### src/rtl/spi_frame_ctrl.sv
// spi_frame_ctrl: decodes SPI byte frames (command + optional data) into
// register-file writes and read responses, and flags malformed or aborted frames.
module spi_frame_ctrl #(
    parameter int ADDR_W = 4
) (
    input  logic              clk,
    input  logic              rst,
    input  logic              cs_n,
    input  logic              rx_valid,
    input  logic [7:0]        rx_byte,
    input  logic [31:0]       rd_data,
    output logic [ADDR_W-1:0] rd_addr,
    output logic              wr_en,
    output logic [ADDR_W-1:0] wr_addr,
    output logic [31:0]       wr_data,
    output logic [31:0]       tx_word,
    output logic              frame_err,
    output logic [7:0]        err_cnt,
    output logic              busy
);

    typedef enum logic [1:0] {
        IDLE  = 2'd0,
        CMD   = 2'd1,
        WDATA = 2'd2,
        DRAIN = 2'd3
    } state_t;

    state_t     state;
    state_t     state_next;
    state_t     post_state;

    logic       cs_meta;
    logic       cs_sync;
    logic       cs_prev;
    logic       cs_fall;
    logic       cs_rise;

    logic       bad;
    logic       bad_next;
    logic       post_bad;
    logic [1:0] cnt;
    logic [1:0] cnt_next;
    logic       rd_pend;

    logic       cmd_legal;
    logic       load_wr_addr;
    logic       load_rd_addr;
    logic       shift_data;
    logic       fire_wr;
    logic       fire_err;

    // Bits between bit 7 and the address field must all be zero.
    assign cmd_legal = ((rx_byte[6:0] >> ADDR_W) == 7'd0);

    assign cs_fall = cs_prev & ~cs_sync;
    assign cs_rise = ~cs_prev & cs_sync;

    // Two-flop synchronizer for cs_n plus a delayed copy for edge detection.
    always_ff @(posedge clk or posedge rst) begin
        if (rst) begin
            cs_meta <= 1'b0;
            cs_sync <= 1'b0;
            cs_prev <= 1'b0;
        end else begin
            cs_meta <= cs_n;
            cs_sync <= cs_meta;
            cs_prev <= cs_sync;
        end
    end

    // Next-state logic: process any received byte first, then apply chip-select edges.
    always_comb begin
        post_state   = state;
        post_bad     = bad;
        cnt_next     = cnt;
        load_wr_addr = 1'b0;
        load_rd_addr = 1'b0;
        shift_data   = 1'b0;
        fire_wr      = 1'b0;
        fire_err     = 1'b0;
        state_next   = state;
        bad_next     = bad;

        case (state)
            IDLE: begin
                post_state = IDLE;
            end
            CMD: begin
                if (rx_valid) begin
                    if (!cmd_legal) begin
                        post_bad   = 1'b1;
                        post_state = DRAIN;
                    end else if (rx_byte[7]) begin
                        load_wr_addr = 1'b1;
                        cnt_next     = 2'd0;
                        post_state   = WDATA;
                    end else begin
                        load_rd_addr = 1'b1;
                        post_state   = DRAIN;
                    end
                end else begin
                    post_state = CMD;
                end
            end
            WDATA: begin
                if (rx_valid) begin
                    shift_data = 1'b1;
                    cnt_next   = cnt + 2'd1;
                    if (cnt == 2'd3) begin
                        fire_wr    = 1'b1;
                        post_state = DRAIN;
                    end else begin
                        post_state = WDATA;
                    end
                end else begin
                    post_state = WDATA;
                end
            end
            DRAIN: begin
                post_state = DRAIN;
            end
            default: begin
                post_state = IDLE;
            end
        endcase

        // A falling edge anywhere (including a glitch mid-frame) starts a fresh frame.
        if (cs_fall) begin
            state_next = CMD;
            bad_next   = 1'b0;
        end else if (cs_rise) begin
            state_next = IDLE;
            bad_next   = 1'b0;
            fire_err   = (post_state != IDLE) && ((post_state != DRAIN) || post_bad);
        end else begin
            state_next = post_state;
            bad_next   = post_bad;
        end
    end

    // FSM state, bad flag and data-byte counter.
    always_ff @(posedge clk or posedge rst) begin
        if (rst) begin
            state <= IDLE;
            bad   <= 1'b0;
            cnt   <= 2'd0;
        end else begin
            state <= state_next;
            bad   <= bad_next;
            cnt   <= cnt_next;
        end
    end

    // Registered outputs: addresses, write data, strobes, response word and error counter.
    always_ff @(posedge clk or posedge rst) begin
        if (rst) begin
            rd_addr   <= '0;
            wr_addr   <= '0;
            wr_data   <= 32'd0;
            tx_word   <= 32'd0;
            wr_en     <= 1'b0;
            frame_err <= 1'b0;
            err_cnt   <= 8'd0;
            busy      <= 1'b0;
            rd_pend   <= 1'b0;
        end else begin
            wr_en     <= fire_wr;
            frame_err <= fire_err;
            busy      <= (state_next != IDLE);
            rd_pend   <= load_rd_addr;
            if (load_wr_addr) begin
                wr_addr <= rx_byte[ADDR_W-1:0];
            end
            if (load_rd_addr) begin
                rd_addr <= rx_byte[ADDR_W-1:0];
            end
            // rd_data follows rd_addr combinationally, so capture one cycle after the address.
            if (rd_pend) begin
                tx_word <= rd_data;
            end
            if (shift_data) begin
                wr_data <= {wr_data[23:0], rx_byte};
            end
            if (fire_err && (err_cnt != 8'd255)) begin
                err_cnt <= err_cnt + 8'd1;
            end
        end
    end

endmodule

### config.mk
export PLATFORM = sky130hd
export DESIGN_NAME = spi_frame_ctrl
export DESIGN_NICKNAME = d
export VERILOG_FILES = /design/src/rtl/spi_frame_ctrl.sv
export SDC_FILE = /design/constraint.sdc
export NUM_CORES = 1
export LEC_CHECK = 0
export CAP_MARGIN = 10
export CORE_ASPECT_RATIO = 1.25
export CORE_MARGIN = 1.5
export CORE_UTILIZATION = 40
export CTS_CLUSTER_DIAMETER = 30
export DETAILED_ROUTE_END_ITERATION = 16
export PLACE_DENSITY_LB_ADDON = 0.3
export SLEW_MARGIN = 15
export SYNTH_ARGS = -nofsm -noshare
export SYNTH_HDL_FRONTEND = slang
export SYNTH_SLANG_ARGS = --single-unit
### constraint.sdc
create_clock -name clk -period 3 [get_ports clk]
set_input_delay 0.6 -clock clk [delete_from_list [all_inputs] [get_ports clk]]
set_output_delay 0.6 -clock clk [all_outputs]
set_load 0.05 [all_outputs]
==> summary.md, run 1 <==
| Metric | Value |
|---|---|
| Post-synthesis cell area | between 0.003 and 0.004 mm^2 |
| Clk Latency, worst-skew pair | 360 ps |
| YS warnings | 0 |
| CP Data Arrival Time | 2790 ps |
| Hpwl dp | approximately 5300 um |
| Setup crit start kind | input port |
| Gp weighted congestion | 0.7797 |
| Syn Inst Count | 238 |
| Crit path kind | input port to register |
| MaxCap Viol Count | 0 |
| Die height | about 110 um |
| Routed wire per std cell | approximately 14 um |
| GRT Overall Usage | 15.37% |
| Cell area after layout | 0.005181 mm^2 |
| Final Hold Fails | 0 |
| Vias | 2,347 |
| Drt first-iter violations | 50 |
| Row cnt | 38 |
| Initial Utilization | 41.04% |
| VDD IR max | 0.5949 mV |
| DRC Markers | 0 |
| Post-CTS Setup Bufs | 0 |
| Clock transition at the registers of the reported paths | 70 ps |
| Most frequent cells in the layout | clkdlybuf4s50_1 (126), dfrtp_1 (92), mux2_2 (69) |
| Die area | 0.009455 mm^2 |
| PortBufs | 126 |
| Number of global-route vias before repair | 2,313 |
| Hold WS | 359.3 ps |
| Hold Path Cell Cnt | 0 |
| Dpl cell area | 0.004981 mm^2 |
| Lkg Pwr | 2.349 nW |
| Remaining global-route overflow | 0 |
| Post-Synthesis Mean Instance Area | 14.92 um^2 |
| Largest net degree at the start of global routing | 40 |
| CTS tree | yes |
| Yosys cell types | 29 |
| Root buffer cell | clkbuf_8 |
| Worst path max stage delay | 430 ps |
| Core Area | approximately 0.0087 mm^2 |
| Critical Path Fanout Max | 5 |
| First-pass GRT wire length | ~11,000 um |
| Worst-path cell chain | clkdlybuf4s50_1 -> or3_4 -> o32a_4 -> a2111oi_4 -> and2_2 -> mux2_1 |
| Register area share after synthesis | 64.83% |
| Routed wire length | approximately 7100 um |
| Synth Register Bits | 92 |
| H-tree depth | 3 |
| Deepest clock path buffer count | 2 |
| # IOs | 127 |
| Clk network pwr share | 16.8% |
| Final setup viols | 0 |
| Worst slew margin | a little under three fifths |
| Synthesis-to-finish area growth | 45.91% |
| ANT cells | 0 |
| Share of cells above drive strength 1 | 25.99% |
| Filler instances | 739 |
| Psw | 2.095 mW |
| Seq pwr share | 36.6% |
| Nets | 419 |
| Max Fclk | 0.3916 GHz |
| Post-layout minimum cycle time | ~2600 ps |
| Switching Share | 42.40% |
| Num CTS Buffers | 9 |
| Power Density | 953.6 mW/mm^2 |
| Final worst path period share | 85.12% |
| Outcome | complete, no violations |
| Crit-path slowest cell | clkdlybuf4s50_1 |
| Setup tns final | 0 ps |
| Required @ worst endpoint | approximately 3200 ps |
| R2r worst-path depth | 6 |
| Hold_buf cts | 0 |
| Worst-margin pin slew | 640.0 ps |
| Comb power frac | 46.6% |
| Commonest non-fill, non-tap cell in the layout | clkdlybuf4s50_1 |
| Layout Skew | between 10 and 15 ps |
| Slew Viols, Final | 0 |
| Syn Nets | roughly 280 |
| RSZ-0062 raised after global routing | false |
| Die Wd | 87.27 um |
| Worst min-delay path class | register to register |
| Clock Sinks | 92 |
| Post-cts resize count | 0 |
| Worst Setup End Kind | register |
| ANT nets after route | 0 |
| Vias/cell | 4.722 |
| Pre-Repair DR Iteration Count | 4 |
| Int Power | 2.846 mW |
| Initial antenna violation count | 0 |
-- layer usage --
metal | track usage (%) | part of all wire, % | wire length [um] | vias up
met1 | 17.36 | 40 | 2815 | 1152
met2 | 26.43 | 52 | 3658 | 80
met5 | 0 | 0 | 0 | -
met4 | 8.503 | 2.3 | 162 | 0
met3 | 3.664 | 6.2 | 435 | 13
li1 | - | - | - | 1102
-- synth_stat cells --
| cell | count | area share [%] |
|---|---|---|
| a2111oi_4 | 1 | 0.78 |
| a21oi_1 | 2 | 0.28 |
| and2_2 | 1 | 0.21 |
| and3_1 | 7 | 1.2 |
| and3_2 | 1 | 0.21 |
| buf_1 | 3 | 0.32 |
| buf_2 | 1 | 0.14 |
| clkbuf_1 | 5 | 0.53 |
| dfrtp_1 | 92 | 65 |
| ha_1 | 2 | 0.70 |
| inv_1 | 5 | 0.53 |
| maj3_1 | 1 | 0.28 |
| mux2_1 | 2 | 0.63 |
| mux2_2 | 69 | 22 |
| nand2_1 | 16 | 1.7 |
| nand2b_1 | 3 | 0.53 |
| nand3_1 | 6 | 0.85 |
| nand3b_1 | 1 | 0.21 |
| nand4_1 | 1 | 0.18 |
| nor2_1 | 5 | 0.53 |
| nor3_1 | 1 | 0.14 |
| o21ai_0 | 2 | 0.28 |
| o31ai_1 | 1 | 0.21 |
| o32a_4 | 1 | 0.63 |
| or2_2 | 1 | 0.18 |
| or3_4 | 1 | 0.32 |
| or4_1 | 1 | 0.21 |
| xnor2_1 | 3 | 0.74 |
| xor2_1 | 3 | 0.74 |
-- sequential cells by signal (all words and copies together), names as in the netlist --
signal and count:
tx_word 32, cs_prev 1, cnt 2, busy 1, err_cnt 8, wr_en 1, state 2, cs_sync 1
cs_meta 1, rd_pend 1, wr_data 32, wr_addr 4, frame_err 1, rd_addr 4, bad 1
-- stage by stage --
step | util, % | std cells | setup slack [ps] | total power, mW
after floorplan | - | 238 | 8.038 | 3.312
after global placement | 57.56 | 482 | 89.13 | 4.121
after detailed placement | 57.56 | 482 | 66.94 | 4.159
after CTS | 59.88 | 497 | 442.6 | 5.002
after global routing | 59.88 | 497 | 346.3 | 5.158
final | 59.88 | 497 | 446.5 | 4.941
-- power groups by stage --
stage	Clock [mW]	Combinational, mW	Sequential [mW]
floorplan	0	0.376	2.94
global placement	0	2.30	1.82
detailed placement	0	2.32	1.84
CTS	0.864	2.32	1.81
global route	0.907	2.40	1.85
finish	0.831	2.30	1.81
-- critical path, delay by kind of cell --
family / cells / cell delay [ps]
AND/OR/NAND/NOR: 2 / 660
AO/OA/AOI/OAI: 2 / 790
multiplexers: 1 / 310
buffers and inverters: 1 / 430
-- cell families after synthesis --
| group | after synthesis | synth area share (%) |
|---|---|---|
| simple gates | 45 | 6.484 |
| xor+xnor | 6 | 1.480 |
| compound gates | 7 | 2.185 |
| fa+ha+maj | 3 | 0.9865 |
| mux | 71 | 22.52 |
| buf+inv | 14 | 1.515 |
| flops | 92 | 64.83 |
-- final timing paths --
check	from	to	slack, ps
max in group asynchronous	rst	wr_data[27]	1660
min in group asynchronous	rst	tx_word[31]	630
worst min register to register	cs_meta	cs_sync	360
worst max register to register	cnt[0]	err_cnt[1]	910
worst min-delay path	cs_meta	cs_sync	360
worst max-delay path	rx_byte[4]	err_cnt[1]	450
-- area by class of cell --
type	instances	area, um^2	area share (%)
clock buffers	11	151.4	2.922
clock inverters	4	48.80	0.9418
inverters	5	20.02	0.3864
multi-input cells	132	1195	23.06
flip-flops and latches	92	2302	44.43
well taps	120	150.1	2.898
repair buffers	133	1314	25.36
(Power assumes the default switching activity.)
==> run 2, diff against run 1 <==
CORE_MARGIN = unset   (was 1.5)
HOLD_SLACK_MARGIN = 0.15   (was unset)
==> run 2 against run 1 <==
Sequential cell count unchanged. Global-route usage increased by 1.3 points. Fmax grew 0.37%. Critical path type unchanged. Register-to-register slack improved by 30 ps. Wire length is 1.8% higher. Worst setup slack improved by 9.3 ps. Combinational power about the same. Highest routed layer unchanged. First-iteration DRC count increased by 76%. Cell area is 0.80% lower. Largest power group unchanged. Via count barely moved. Sequential power is essentially flat. Final cell count down 0.60%.
==> summary.md, run 2 (synthesized netlist as in run 1, its figures left out) <==
| Metric | Value |
|---|---|
| Lkg Pwr | 2.323 nW (-1.1%) |
| Final setup viols | 0 (unchanged) |
| Power Density | 943.7 mW/mm^2 (-1.0%) |
| MaxCap Viol Count | 0 (unchanged) |
| Commonest non-fill, non-tap cell in the layout | clkdlybuf4s50_1 |
| Worst Setup End Kind | register |
| Remaining global-route overflow | 0 (unchanged) |
| Row cnt | 38 (unchanged) |
| Worst-margin pin slew | 600.2 ps (-39.83 ps) |
| Worst min-delay path class | register to register |
| Die area | 0.009260 mm^2 (-2.1%) |
| # IOs | 127 (unchanged) |
| PnR worst setup slack | 455.8 ps (+9.324 ps) |
| Routed wire per std cell | 14.57 um (+2.4%) |
| Setup slack, reg-to-reg | 940 ps (+30 ps) |
| Clk Latency, worst-skew pair | 360 ps (about the same) |
| Setup crit start kind | input port |
| Critical Path Fanout Max | 5 (unchanged) |
| Hold_buf cts | 0 (unchanged) |
| Share of cells above drive strength 1 | 24.87% (-1.1 points) |
| Gp weighted congestion | 0.8150 (+4.5%) |
| Post-cts resize count | 0 (unchanged) |
| Core Area | 0.008653 mm^2 (unchanged) |
| Pre-Repair DR Iteration Count | 4 (unchanged) |
| Largest net degree at the start of global routing | 60 (+50%) |
| Final Non-Filler Cells | 494 (-0.60%) |
| RSZ-0062 raised after global routing | false |
| First-pass GRT wire length | 11,520 um (+4.6%) |
| Fin util | 59.40% (-0.48 points) |
| Worst slew margin | 59.94% (+2.7 points) |
| ANT cells | 0 (unchanged) |
| Clock transition at the registers of the reported paths | 80 ps (about the same) |
| Slew Viols, Final | 0 (unchanged) |
| Root buffer cell | clkbuf_8 |
| DRC Markers | 0 (unchanged) |
| H-tree depth | 3 (unchanged) |
| VDD IR max | 0.6374 mV (+7.1%) |
| CP Data Arrival Time | 2790 ps (about the same) |
| Initial antenna violation count | 0 (unchanged) |
| GRT Overall Usage | 16.68% (+1.3 points) |
| R2r worst-path depth | 6 (unchanged) |
| Drt first-iter violations | 88 (+76%) |
| Hpwl dp | 5240 um (-1.8%) |
| Placed instance count | 479 (-0.62%) |
| Reg2Reg Launch Point | cnt[0] |
| Vias/cell | 4.749 (+0.56%) |
| Final worst path period share | 84.81% (-0.31 points) |
| Layout Skew | 3.350 ps (-7.053 ps) |
| Routed wire length | 7200 um (+1.8%) |
| Num CTS Buffers | 9 (unchanged) |
| Hold WS | 359.7 ps (+0.4780 ps) |
| Nets | 416 (-0.72%) |
| End of the worst register-to-register path | err_cnt[1] |
| CTS tree | yes |
| Synthesis-to-finish area growth | 44.75% |
| PortBufs | 126 (unchanged) |
| Post-CTS Setup Bufs | 0 (unchanged) |
| Initial Utilization | 41.04% (unchanged) |
| Required @ worst endpoint | 3240 ps (about the same) |
| Hold Path Cell Cnt | 0 (unchanged) |
| Die Wd | 86.27 um (-1.1%) |
| Max Fclk | 0.3931 GHz (+0.37%) |
| Vias | 2,346 (-0.043%) |
| Deepest clock path buffer count | 2 (unchanged) |
| Die height | 107.3 um (-0.92%) |
| Hold EP | cs_sync |
| Hold Crit Start | cs_meta |
| Clock Sinks | 92 (unchanged) |
| ANT nets after route | 0 (unchanged) |
| Setup tns final | 0 ps (unchanged) |
| Outcome | complete, no violations |
| Largest regs | tx_word: 32 flops, wr_data: 32 flops, err_cnt: 8 flops |
| Number of global-route vias before repair | 2,425 (+4.8%) |
| Crit path kind | input port to register |
| Final Hold Fails | 0 (unchanged) |
| Post-layout minimum cycle time | 2544 ps (-9.324 ps) |
| Most frequent cells in the layout | clkdlybuf4s50_1 (126), dfrtp_1 (92), mux2_2 (69) |
| Pre-CTS WS | 75.04 ps (+8.104 ps) |
run 2: cell count changes in the layout (fill, tap and decap cells not counted):
cell | before | now
clkbuf_1 | 0 | 2
bufinv_16 | 1 | 0
buf_4 | 7 | 3
buf_12 | 0 | 1
clkinv_4 | 1 | 0
run 2: routing by layer:
metal	track usage, %	part of all wire [%]
met4	9.762	2.5
met3	3.374	4.4
met5	0	0
met1	18.14	39
met2	29.76	54
run 2: layout make-up:
| cell class | count | area, um^2 |
|---|---|---|
| well taps | 120 | 150.1 |
| multi-input cells | 132 | 1195 |
| inverters | 5 | 20.02 |
| flip-flops and latches | 92 | 2302 |
| repair buffers | 130 | 1304 |
| clock inverters | 2 | 10.01 |
| fillers | 742 | 3513 |
| clock buffers | 13 | 158.9 |
run 2: worst max-delay path by stage:
stage,start,end,slack (ps)
after CTS,rx_byte[5],err_cnt[1],470
after global placement,rx_byte[5],err_cnt[1],90
final,rx_byte[5],err_cnt[1],460
after floorplan,rst,bad,8
after global routing,rx_byte[5],err_cnt[1],410
after detailed placement,rx_byte[5],err_cnt[1],80
run 2: where the power goes:
part | internal [mW] | switching [mW]
Sequential | 1.58 | 0.233
Combinational | 0.842 | 1.46
Clock | 0.340 | 0.395
run 2: through the flow:
step,instance area [um^2],power [mW]
2_1_floorplan,3551,3.312
3_3_place_gp,4971,4.119
3_5_place_dp,4971,4.166
4_1_cts,5140,4.909
5_1_grt,5140,5.080
6_report,5140,4.851
run 2: worst max-delay path: stages:
cell and delay (ps):
clkdlybuf4s50_1 420, or3_4 430, o32a_4 390, a2111oi_4 390, and2_2 250, mux2_1 310
